==> src/rtl/classifier_pkg.sv <==
// Shared types and constants for the classifier and its sequencer.
// Holds the planar feature-buffer geometry, position vector type and controller states.
package classifier_pkg;

    localparam int CH      = 4;
    localparam int CH_SIZE = 49;
    localparam int DW      = 16;

    typedef logic signed [DW-1:0] word_t;
    typedef word_t [CH-1:0] pixel_vec_t;

    typedef enum logic [2:0] {
        S_IDLE  = 3'd0,
        S_CLEAR = 3'd1,
        S_FETCH = 3'd2,
        S_ISSUE = 3'd3,
        S_WAIT  = 3'd4
    } cls_ctrl_state_t;

endpackage

==> src/rtl/classifier_ctrl_if.sv <==
// Bundle of the request, feature-buffer and classifier signals around classifier_ctrl.
// The master side is the sequencer; the slave side is its environment.
interface classifier_ctrl_if
    import classifier_pkg::*;
#(
    parameter int AW = 8
) ();

    logic          start;
    logic          busy;
    logic          mem_rd_en;
    logic [AW-1:0] mem_addr;
    word_t         mem_rdata;
    logic          cls_clear;
    pixel_vec_t    cls_pixel;
    logic          cls_valid;
    logic          cls_done;
    logic [3:0]    cls_result;
    logic [3:0]    result;
    logic          result_valid;
    logic          error;

    modport master (
        input  start, mem_rdata, cls_done, cls_result,
        output busy, mem_rd_en, mem_addr, cls_clear, cls_pixel, cls_valid,
               result, result_valid, error
    );

    modport slave (
        output start, mem_rdata, cls_done, cls_result,
        input  busy, mem_rd_en, mem_addr, cls_clear, cls_pixel, cls_valid,
               result, result_valid, error
    );

endinterface

==> src/rtl/classifier_ctrl.sv <==
// Sequencer that gathers each position's four channel words from the planar buffer,
// feeds them to the classifier one beat at a time and latches the resulting class.
module classifier_ctrl
    import classifier_pkg::*;
#(
    parameter int AW      = 8,
    parameter int TIMEOUT = 1000
) (
    input  logic               clk,
    input  logic               reset_n,
    classifier_ctrl_if.master  bus
);

    localparam int PW  = $clog2(CH_SIZE);
    localparam int KW  = $clog2(CH);
    localparam int WDW = $clog2(TIMEOUT + 1);

    localparam logic [AW-1:0]  ADDR_STRIDE = AW'(CH_SIZE);
    localparam logic [PW-1:0]  P_LAST      = PW'(CH_SIZE - 1);
    localparam logic [KW-1:0]  K_LAST      = KW'(CH - 1);
    localparam logic [WDW-1:0] WD_LAST     = WDW'(TIMEOUT - 1);

    cls_ctrl_state_t r_state;
    logic [PW-1:0]   r_p;
    logic [KW-1:0]   r_k;
    logic [WDW-1:0]  r_wd;
    word_t           r_lane [0:CH-2];
    logic            r_busy;
    logic            r_mem_rd_en;
    logic [AW-1:0]   r_mem_addr;
    logic            r_cls_clear;
    pixel_vec_t      r_cls_pixel;
    logic            r_cls_valid;
    logic [3:0]      r_result;
    logic            r_result_valid;
    logic            r_error;

    // Frame sequencer: state, counters, lane gather, watchdog and all registered outputs.
    always_ff @(posedge clk or negedge reset_n) begin
        if (!reset_n) begin
            r_state        <= S_IDLE;
            r_p            <= '0;
            r_k            <= '0;
            r_wd           <= '0;
            for (int i = 0; i < CH - 1; i++) r_lane[i] <= '0;
            r_busy         <= 1'b0;
            r_mem_rd_en    <= 1'b0;
            r_mem_addr     <= '0;
            r_cls_clear    <= 1'b0;
            r_cls_pixel    <= '0;
            r_cls_valid    <= 1'b0;
            r_result       <= 4'd0;
            r_result_valid <= 1'b0;
            r_error        <= 1'b0;
        end else begin
            r_cls_clear    <= 1'b0;
            r_cls_valid    <= 1'b0;
            r_result_valid <= 1'b0;
            case (r_state)
                S_IDLE: begin
                    if (bus.start) begin
                        r_state     <= S_CLEAR;
                        r_cls_clear <= 1'b1;
                        r_busy      <= 1'b1;
                        r_error     <= 1'b0;
                    end else begin
                        r_state <= S_IDLE;
                    end
                end
                S_CLEAR: begin
                    r_p         <= '0;
                    r_k         <= '0;
                    r_mem_rd_en <= 1'b1;
                    r_mem_addr  <= '0;
                    r_state     <= S_FETCH;
                end
                S_FETCH: begin
                    // Read k-1 returns during read k; the final channel is taken live in ISSUE.
                    if (r_k != '0) begin
                        r_lane[r_k - KW'(1)] <= bus.mem_rdata;
                    end
                    if (r_k == K_LAST) begin
                        r_k         <= '0;
                        r_mem_rd_en <= 1'b0;
                        r_state     <= S_ISSUE;
                    end else begin
                        r_k        <= r_k + KW'(1);
                        r_mem_addr <= r_mem_addr + ADDR_STRIDE;
                    end
                end
                S_ISSUE: begin
                    for (int i = 0; i < CH - 1; i++) r_cls_pixel[i] <= r_lane[i];
                    r_cls_pixel[CH-1] <= bus.mem_rdata;
                    r_cls_valid       <= 1'b1;
                    if (r_p < P_LAST) begin
                        r_p         <= r_p + PW'(1);
                        r_mem_addr  <= AW'(r_p + PW'(1));
                        r_mem_rd_en <= 1'b1;
                        r_state     <= S_FETCH;
                    end else begin
                        r_wd    <= '0;
                        r_state <= S_WAIT;
                    end
                end
                S_WAIT: begin
                    // A completion in the watchdog's final cycle still counts as success.
                    if (bus.cls_done) begin
                        r_result       <= bus.cls_result;
                        r_result_valid <= 1'b1;
                        r_busy         <= 1'b0;
                        r_state        <= S_IDLE;
                    end else if (r_wd == WD_LAST) begin
                        r_error <= 1'b1;
                        r_busy  <= 1'b0;
                        r_state <= S_IDLE;
                    end else begin
                        r_wd <= r_wd + WDW'(1);
                    end
                end
                default: begin
                    r_busy      <= 1'b0;
                    r_mem_rd_en <= 1'b0;
                    r_state     <= S_IDLE;
                end
            endcase
        end
    end

    assign bus.busy         = r_busy;
    assign bus.mem_rd_en    = r_mem_rd_en;
    assign bus.mem_addr     = r_mem_addr;
    assign bus.cls_clear    = r_cls_clear;
    assign bus.cls_pixel    = r_cls_pixel;
    assign bus.cls_valid    = r_cls_valid;
    assign bus.result       = r_result;
    assign bus.result_valid = r_result_valid;
    assign bus.error        = r_error;

endmodule
==> src/flat_wrapper.sv <==
// flat-port wrapper written by rule: the top's interface ports become plain ports
module classifier_ctrl_flat import classifier_pkg::*;
#(
    parameter int AW      = 8,
    parameter int TIMEOUT = 1000
)
  (clk, reset_n, bus_start, bus_mem_rdata, bus_cls_done, bus_cls_result, bus_busy, bus_mem_rd_en, bus_mem_addr, bus_cls_clear, bus_cls_pixel, bus_cls_valid, bus_result, bus_result_valid, bus_error);
  classifier_ctrl_if #(.AW(AW)) bus_i ();
  input  logic clk;
  input  logic reset_n;
  input wire logic [$bits(bus_i.start)-1:0] bus_start;
  input wire logic [$bits(bus_i.mem_rdata)-1:0] bus_mem_rdata;
  input wire logic [$bits(bus_i.cls_done)-1:0] bus_cls_done;
  input wire logic [$bits(bus_i.cls_result)-1:0] bus_cls_result;
  output wire logic [$bits(bus_i.busy)-1:0] bus_busy;
  output wire logic [$bits(bus_i.mem_rd_en)-1:0] bus_mem_rd_en;
  output wire logic [$bits(bus_i.mem_addr)-1:0] bus_mem_addr;
  output wire logic [$bits(bus_i.cls_clear)-1:0] bus_cls_clear;
  output wire logic [$bits(bus_i.cls_pixel)-1:0] bus_cls_pixel;
  output wire logic [$bits(bus_i.cls_valid)-1:0] bus_cls_valid;
  output wire logic [$bits(bus_i.result)-1:0] bus_result;
  output wire logic [$bits(bus_i.result_valid)-1:0] bus_result_valid;
  output wire logic [$bits(bus_i.error)-1:0] bus_error;
  assign bus_i.start = bus_start;
  assign bus_i.mem_rdata = bus_mem_rdata;
  assign bus_i.cls_done = bus_cls_done;
  assign bus_i.cls_result = bus_cls_result;
  assign bus_busy = bus_i.busy;
  assign bus_mem_rd_en = bus_i.mem_rd_en;
  assign bus_mem_addr = bus_i.mem_addr;
  assign bus_cls_clear = bus_i.cls_clear;
  assign bus_cls_pixel = bus_i.cls_pixel;
  assign bus_cls_valid = bus_i.cls_valid;
  assign bus_result = bus_i.result;
  assign bus_result_valid = bus_i.result_valid;
  assign bus_error = bus_i.error;
  classifier_ctrl #(.AW(AW), .TIMEOUT(TIMEOUT)) u_core (.clk(clk), .reset_n(reset_n), .bus(bus_i));
endmodule
==> config.mk <==
export PLATFORM = sky130hd
export DESIGN_NAME = classifier_ctrl_flat
export DESIGN_NICKNAME = d
export VERILOG_FILES = /design/src/rtl/classifier_pkg.sv /design/src/rtl/classifier_ctrl_if.sv /design/src/rtl/classifier_ctrl.sv /design/src/flat_wrapper.sv
export SDC_FILE = /design/constraint.sdc
export NUM_CORES = 1
export LEC_CHECK = 0
export CAP_MARGIN = 30
export CORE_MARGIN = 2
export CORE_UTILIZATION = 23
export DETAILED_ROUTE_END_ITERATION = 8
export GPL_ROUTABILITY_DRIVEN = 0
export PLACE_DENSITY_LB_ADDON = 0.05
export SLEW_MARGIN = 20
export SYNTH_ARGS = -nofsm -noshare
export SYNTH_HDL_FRONTEND = slang
export SYNTH_SLANG_ARGS = --single-unit
export TNS_END_PERCENT = 50
==> constraint.sdc <==
create_clock -name clk -period 4.5 [get_ports clk]
set_clock_uncertainty 0.15 [all_clocks]
set_input_delay 0.9 -clock clk [delete_from_list [all_inputs] [get_ports clk]]
set_output_delay 0.9 -clock clk [all_outputs]
set_load 0.005 [all_outputs]
Yosys cells after proc, flatten, opt, wreduce, memory -nomap -nowiden

Index checks and enable logic that the tools add are counted.
W data, S select, Z words.

Bits in registers: 151
Input port bits: 24
Output and inout port bits: 82
Logic and storage cells: 101

Add/sub/neg operators: 6
Order comparisons: 3
Equal/unequal tests: 15
Mux-type cells: 36
Bitwise operators: 3
Reductions and logical operators: 19

Operators with widths:

| kind                    | number |
|---|---|
| $bwmux W48              | 1 |
| $demux W16 S2           | 1 |
| $mux W10                | 3 |
| $pmux W8 S3             | 1 |
| $pmux W10 S2            | 1 |
| $mux W16                | 1 |
| $mux W8                 | 2 |
| $pmux W3 S5             | 1 |
| $mux W1                 | 14 |
| $mux W3                 | 4 |
| $pmux W6 S2             | 1 |
| $add A10 B1 Y10 const B | 1 |
| $eq A10 B10 Y1 const B  | 1 |
| $ne A2 B2 Y1 const B    | 5 |
| $reduce_bool A2 Y1      | 5 |
| $reduce_and A3 Y1       | 3 |
| $add A8 B6 Y8 const B   | 1 |
| $reduce_and A2 Y1       | 4 |
| $reduce_and A4 Y1       | 2 |
| $add A6 B1 Y7 const B   | 1 |
| $add A6 B1 Y6 const B   | 1 |
| $eq A3 B2 Y1 const B    | 2 |
| $lt A6 B6 Y1 const B    | 1 |
| $mux W6                 | 1 |
| 21 further kinds        | 24 |

Logic depth before layout (Yosys ltp)

Depth in word-level cells: 7
Depth in mapped cells: 6
Depth with buffers taken out: 5

Worst setup path after synthesis

Ideal clock, no wire load.

Kind: input to register
Start: input bus_cls_done
End: register u_core.r_wd[8]
Setup time: 78 ps
Arrival time: 1934 ps
Path slack: 2338 ps
Cell stages on the path: 4
Path through: nor4b_2 -> a21oi_1 -> or4_1 -> a21oi_1

Longest elaborated chain between the ends: 2

RTL lines:

| item                        | RTL line               | source |
|---|---|---|
| start: declaration          | flat_wrapper.sv:13     | `input wire logic [$bits(bus_i.cls_done)-1:0] bus_cls_done;` |
| $ne A2 B2 Y1 (no line)      | -                      |  |
| $reduce_and A4 Y1 (no line) | -                      |  |
| end signal: assignment      | classifier_ctrl.sv:117 | `r_wd <= r_wd + WDW'(1);` |
| end: declaration            | classifier_ctrl.sv:26  | `logic [WDW-1:0] r_wd;` |

No other way between the ends.
A chain may end at the register's enable or synchronous reset.

Worst setup path after layout

Start: register u_core.r_state[2]
End: register u_core.r_mem_rd_en (netlist: u_core.bus.mem_rd_en)

Longest elaborated chain between the ends: 4
Elaborated cells between the ends (all ways): 11

RTL lines:

| item                                                | RTL line              | source |
|---|---|---|
| start: declaration                                  | classifier_ctrl.sv:23 | `cls_ctrl_state_t r_state;` |
| start signal: assignment                            | classifier_ctrl.sv:41 | `r_state <= S_IDLE;` |
| start signal: assignment                            | classifier_ctrl.sv:62 | `r_state <= S_CLEAR;` |
| start signal: assignment                            | classifier_ctrl.sv:67 | `r_state <= S_IDLE;` |
| branches (longest 4 deep; another with $pmux W1 S4) | -                     |  |
| end signal: assignment                              | classifier_ctrl.sv:47 | `r_mem_rd_en <= 1'b0;` |
| end signal: assignment                              | classifier_ctrl.sv:73 | `r_mem_rd_en <= 1'b1;` |
| end signal: assignment                              | classifier_ctrl.sv:84 | `r_mem_rd_en <= 1'b0;` |
| end: declaration                                    | classifier_ctrl.sv:29 | `logic r_mem_rd_en;` |

Several ways; the timed one is not identified.

==> impl_metrics.tcl <==
set metrics [dict create \
    clockBufferDepth 2 \
    totalNegativeSetupSlack_ns 0 \
    path_common_cell "buf_4" \
    rr_endpoint "u_core.bus.mem_rd_en" \
    grt_antenna_before_repair 0 \
    synth_cells 578 \
    synthTopCellsByCount "nand2_1, dfrtp_1, mux2_2" \
    syn_nets 610 \
    power.total_uw 5520 \
    p_clk_share_pct 26.1 \
    cp.arrival_ns 2.83 \
    dieArea_um2 28200 \
    crit_family "buffers and inverters" \
    layout-drive-gt1-share_pct 11.6 \
    maxCapViolCount 0 \
    slowest_delay_ns 0.65 \
    r2r_slack_ns 1.82 \
    clock_latency_ns 0.43 \
    post-cts-setup-buffer-count 0 \
    synthesis.area_um2 6180 \
    synth_cell_types 49 \
    cts_tree "done" \
    end_kind "register" \
    core_um2 26700 \
    setup_ws_ns 1.82 \
    cp-endpoint "u_core.bus.mem_rd_en" \
    htreeDepth 4 \
    cts.sinks 151 \
    initial_utilization_pct 23.2 \
    synth_edf_count 0 \
    synth_most_common_cell "nand2_1" \
    place_inst 1004 \
    worstPathCellList "nand3b_1 > buf_4 > inv_2 > buf_4 > nand2_1 > a21oi_1 > o21ai_0" \
    min_from "u_core.r_lane[12]" \
    post-route-drc-count 0 \
    power_switching_uw 1840 \
    p_leak_uw 0.00373 \
    ios 106 \
    period_minus_slack_ns 2.68 \
    post_cts_resized 0 \
    p_int_uw 3690 \
    viasPerCell 4.27 \
    io_buffers 105 \
    fin_crit_sh_pct 59.6 \
    routedWlPerCell_um 15.7 \
    chipWidth_um 168 \
    pwr_density_cell_nw_per_um2 673 \
    seqPwrFrac_pct 41.1 \
    startpoint "u_core.r_state[2]" \
    synth_area_leader_cell "dfrtp_1" \
    grt_pass1_vias 4646 \
    finalSetupViolCount 0 \
    rr_worst_depth 7 \
    num_antenna_cells 0 \
    synth_top_area_share_pct 61.1 \
    root_buffer "clkbuf_16" \
    grt_start_max_net_pins 79 \
    rsz0062_at_grt "false" \
    async_reset_ff_share_pct 100 \
    reg2reg_from "u_core.r_state[2]" \
    drv_slew 0 \
    fmax_ghz 0.373 \
    ys.warnings.count 0 \
    hpwl_um 10400 \
    crit_path_top_delay_cell "buf_4" \
    required_ns 4.64 \
    peakVddDrop_mv 0.205 \
    synthTopCellsByArea "dfrtp_1, nand2_1, mux2_2" \
    drt_pre_antenna_iters 4 \
    ant_nets 0 \
    critPathKind "reg -> reg" \
    grt_overflow 0 \
    cp.depth 7 \
    cts_hold_buf 0 \
    grt_pass1_wl_um 26300 \
    totalWireLength_um 16300 \
    slew_headroom_pct 43.6 \
    instances_no_fill 1038 \
    clkTransAtPathRegs_ns 0.07 \
    combPwrFrac_pct 32.8 \
    finalNetCount 716 \
    tightest_slew_ns 0.844 \
    critPathLaunchType "register" \
    pre_cts_ws_ns 1.42 \
    ys_ff_latch 151 \
    numCtsBuffers 17 \
    status "finished, final reports clean" \
    synth_flop_cell "dfrtp_1" \
    path_max_fanout 69 \
    ys_seq_area_share_pct 61.1 \
    critPathBufInv 3 \
    avgSynthCellArea_um2 10.7 \
    row_count 60 \
    die_h_um 168 \
    syn_to_final_growth_pct 32.8 \
    hold_path_class "reg -> reg" \
    timing.final.hold_violations 0 \
    drt_iter0_markers 209 \
    grt_usage_pct 12.1 \
    swShare_pct 33.3 \
    vias 4432 \
]
[final cells by class]
class / instances / area, um2
sequential: 151 / 3780
timing repair buffer: 112 / 1120
fill: 2742 / 18400
clock buffer: 18 / 429
tap: 341 / 427
clock inverter: 14 / 155
multi-input combinational: 394 / 2270
inverter: 8 / 30.0
[cell families after synthesis]
group,Yosys count,synth area share (%)
AND/OR/NAND/NOR,271,18.7
flip-flops,151,61.1
multiplexers,57,10.3
AO/OA/AOI/OAI,55,5.71
buffers and inverters,33,2.12
adder cells (fa/ha/maj),8,1.62
XOR/XNOR,3,0.425
[power by group through the flow]
stage / clock network [uW] / logic, uW / registers [uW]
2_1_floorplan: 0 / 933 / 2220
3_3_place_gp: 0 / 1820 / 2300
3_5_place_dp: 0 / 1860 / 2300
4_1_cts: 1490 / 1860 / 2290
5_1_grt: 1550 / 2030 / 2360
6_report: 1440 / 1810 / 2270
[cells in the final DEF, fill, tap and decap left out, drive strengths merged, types with 3 or more instances in the layout]
cell,synthesis,routed
mux2i,4,4
dfrtp,151,151
o21ai,17,17
ha,8,8
and3,3,3
buf,11,6
nand3,6,6
nor3,5,5
clkinv,0,3
o31ai,8,8
clkbuf,14,20
nor2b,3,3
a21oi,12,12
nor2,11,11
or3,3,3
or3b,4,4
nand2,217,217
inv,8,17
clkdlybuf4s50,0,104
mux2,53,53
or4,5,5
nor4,5,5
[how the worst min path moves through the flow]
stage	endpoint	cells after the start
finish	u_core.bus.cls_pixel[44]	2
global route	u_core.bus.cls_pixel[18]	2
CTS	u_core.bus.cls_pixel[44]	2
detailed placement	u_core.bus.cls_pixel[44]	2
global placement	u_core.bus.cls_pixel[23]	2
floorplan	u_core.bus.cls_pixel[0]	2
[registers in the layout, indices dropped and copies added, names as in the netlist, 2 cells and up]
register,count
u_core.bus.cls_pixel,64
u_core.r_lane,48
u_core.r_wd,10
u_core.bus.mem_addr,8
u_core.r_p,6
u_core.bus.result,4
u_core.r_state,3
u_core.r_k,2
[metrics by stage]
stage	cell area, um2	hold slack (ns)	utilization (%)
after floorplan	6180	0.283	-
after global placement	7600	0.296	28.5
after detailed placement	7610	0.298	28.6
after CTS	8200	0.310	30.8
after global routing	8210	0.335	30.8
final	8210	0.308	30.8
[metal layers]
metal / routed length [um] / up-vias / global-route usage, %
met4: 213 / 0 / 4.16
met3: 511 / 14 / 2.66
li1: - / 2144 / -
met2: 7400 / 71 / 19.0
met1: 8130 / 2203 / 16.4
met5: 0 / - / 0
[worst min-delay path, delay by kind of cell (launching register included)]
family / cells / cell delay (ns)
flops: 1 / 0.34
simple gates: 2 / 0.10
(Power assumes the default switching activity.)
==> edit: new RTL, config.mk and constraints unchanged <==
Change the package constant `CH_SIZE` from 49 to 98.
--- a/src/rtl/classifier_pkg.sv
+++ b/src/rtl/classifier_pkg.sv
@@ -3,7 +3,7 @@
 package classifier_pkg;
 
     localparam int CH      = 4;
-    localparam int CH_SIZE = 49;
+    localparam int CH_SIZE = 98;
     localparam int DW      = 16;
 
     typedef logic signed [DW-1:0] word_t;
Check against the original RTL: not equivalent (a bounded check fails within 4 cycles, from zero or initial values and one cycle with reset_n low).
==> edit against the original RTL <==
- maximum frequency is 3.1% lower
- synthesized cell count up 1.7%
- cell area down 0.11%
- wire length shrank 1.7%
- final cell count grew 0.77%
- power is 4.3% higher
- clock power fell by 9.7%
- count of clock-buffer cells in the layout grew 2
- largest power group unchanged
- setup slack got worse by 0.086 ns
- critical endpoint is now u_core.r_p[2]$_DFFE_PN0P_
- sequential cell count grew 1
- area after synthesis increased by 1.0%
- worst hold slack better by 0.00075 ns
- critical path type unchanged
==> edit: results (changes against the original RTL) <==
\begin{tabular}{lr}
\hline
Metric & Value \\
\hline
\multicolumn{2}{l}{\textbf{Cells and area}} \\
Layout Cells excl Fill & 1046 (+0.77\%) \\
Ratio of cells with drive above 1 in the final layout & 0.139 (+0.0228) \\
\multicolumn{2}{l}{\textbf{Logic synthesis}} \\
Multiplexer area fraction after synthesis & 0.102 (-0.000831) \\
Adder and majority gate portion of the synthesized area & 0.0160 (-0.000162) \\
Mean area per synthesized cell & 10.6 sq um (-0.71\%) \\
Top cells by instance count after synthesis & sky130\_fd\_sc\_hd\_\_nand2\_1, sky130\_fd\_sc\_hd\_\_dfrtp\_1, sky130\_fd\_sc\_hd\_\_mux2\_2, sky130\_fd\_sc\_hd\_\_nor2\_1, sky130\_fd\_sc\_hd\_\_a21oi\_1 \\
Share of the synthesized area in compound gates (AO/OA/AOI/OAI) & 0.0491 (-0.00798) \\
Distinct cell type count after synthesis & 46 (-6.1\%) \\
Largest cells by area after synthesis & sky130\_fd\_sc\_hd\_\_dfrtp\_1, sky130\_fd\_sc\_hd\_\_nand2\_1, sky130\_fd\_sc\_hd\_\_mux2\_2 \\
Post-synthesis net count & 620 (+1.6\%) \\
\multicolumn{2}{l}{\textbf{Power}} \\
Static leakage & 3.75 nW (+0.51\%) \\
Maximum vdd drop & 0.225 mV (+10\%) \\
\multicolumn{2}{l}{\textbf{Global route}} \\
Via count of the first global-routing pass & 4743 (+2.1\%) \\
Wire length of the first global-routing pass & 26.2 mm (-0.50\%) \\
Overall global routing resource usage & 0.118 (-0.00236) \\
\multicolumn{2}{l}{\textbf{Placement}} \\
Dpl hpwl & 10.3 mm (-0.70\%) \\
Minimum setup slack after placement & 1.74 ns (+0.312 ns) \\
Placed instance area & 7670 sq um (+0.79\%) \\
\multicolumn{2}{l}{\textbf{Detailed routing}} \\
Routed WL & 16.0 mm (-1.7\%) \\
Drt first-iter violations & 222 (+6.2\%) \\
Routed vias/inst & 4.27 (about the same) \\
\multicolumn{2}{l}{\textbf{Worst setup path}} \\
Largest fanout of any net on the critical path & 24 (-65\%) \\
\multicolumn{2}{l}{\textbf{Timing}} \\
Headroom to the max-slew limit & 0.491 (+0.0552) \\
Ratio of final minimum period to clock period & 0.616 (+0.0192) \\
\multicolumn{2}{l}{\textbf{Status}} \\
Run status & finished, final reports clean \\
\hline
\end{tabular}
edit: changes by cell type after synthesis, moves of 4 or more:
cell and delta:
sky130_fd_sc_hd__mux2_1 -20, sky130_fd_sc_hd__xnor2_1 +6, sky130_fd_sc_hd__o31ai_1 -8, sky130_fd_sc_hd__o21ai_0 -7, sky130_fd_sc_hd__nand3_1 +5, sky130_fd_sc_hd__mux2_2 +21
sky130_fd_sc_hd__a21oi_1 +4, sky130_fd_sc_hd__nor2_1 +7, sky130_fd_sc_hd__or4_1 -5
edit: per-layer routing:
layer	GRT usage	wire (um)
met1	0.162	7910
met2	0.188	7370
met3	0.0231	474
met4	0.0382	213
met5	0	0
edit: power by group:
| part | internal [mW] | switching (mW) |
|---|---|---|
| combinational | 1.15 | 1.02 |
| sequential | 1.95 | 0.350 |
| clock | 0.730 | 0.570 |
| total | 3.83 | 1.93 |
edit: critical path: stages (launching register included):
cell and delay, ns:
sky130_fd_sc_hd__dfrtp_1 0.72, sky130_fd_sc_hd__nand3b_1 0.18, sky130_fd_sc_hd__buf_4 0.29, sky130_fd_sc_hd__a211oi_1 0.09, sky130_fd_sc_hd__buf_4 0.20, sky130_fd_sc_hd__or3_1 0.56, sky130_fd_sc_hd__or2_1 0.34, sky130_fd_sc_hd__o2bb2ai_1 0.14
edit: kinds of logic after synthesis:
kind of cell | Yosys count
flip-flops | 152
adder cells (fa/ha/maj) | 8
XOR/XNOR | 11
buffers and inverters | 35
AND/OR/NAND/NOR | 275
AO/OA/AOI/OAI | 50
multiplexers | 57
edit: layout make-up:
| type | count | area (sq um) |
|---|---|---|
| Clock inverter | 11 | 73.8 |
| Tap cell | 341 | 427 |
| Timing Repair Buffer | 111 | 1110 |
| Inverter | 10 | 37.5 |
| Fill cell | 2808 | 18600 |
| Clock buffer | 20 | 457 |
| Multi-Input combinational cell | 401 | 2300 |
| Sequential cell | 152 | 3800 |
edit: worst min path at each step:
stage                                        from                                   end  slack, ns  cells past startpoint
floorplan           u_core.r_lane[32]$_DFFE_PN0P_   u_core.bus.cls_pixel[0]$_DFFE_PN0N_       0.28                      2
CTS                 u_core.r_lane[44]$_DFFE_PN0P_  u_core.bus.cls_pixel[12]$_DFFE_PN0N_       0.31                      2
global placement    u_core.r_lane[44]$_DFFE_PN0P_  u_core.bus.cls_pixel[12]$_DFFE_PN0N_       0.29                      2
global route         u_core.r_lane[0]$_DFFE_PN0P_  u_core.bus.cls_pixel[32]$_DFFE_PN0N_       0.33                      2
finish              u_core.r_lane[12]$_DFFE_PN0P_  u_core.bus.cls_pixel[44]$_DFFE_PN0N_       0.31                      2
detailed placement   u_core.r_lane[0]$_DFFE_PN0P_  u_core.bus.cls_pixel[32]$_DFFE_PN0N_       0.30                      2
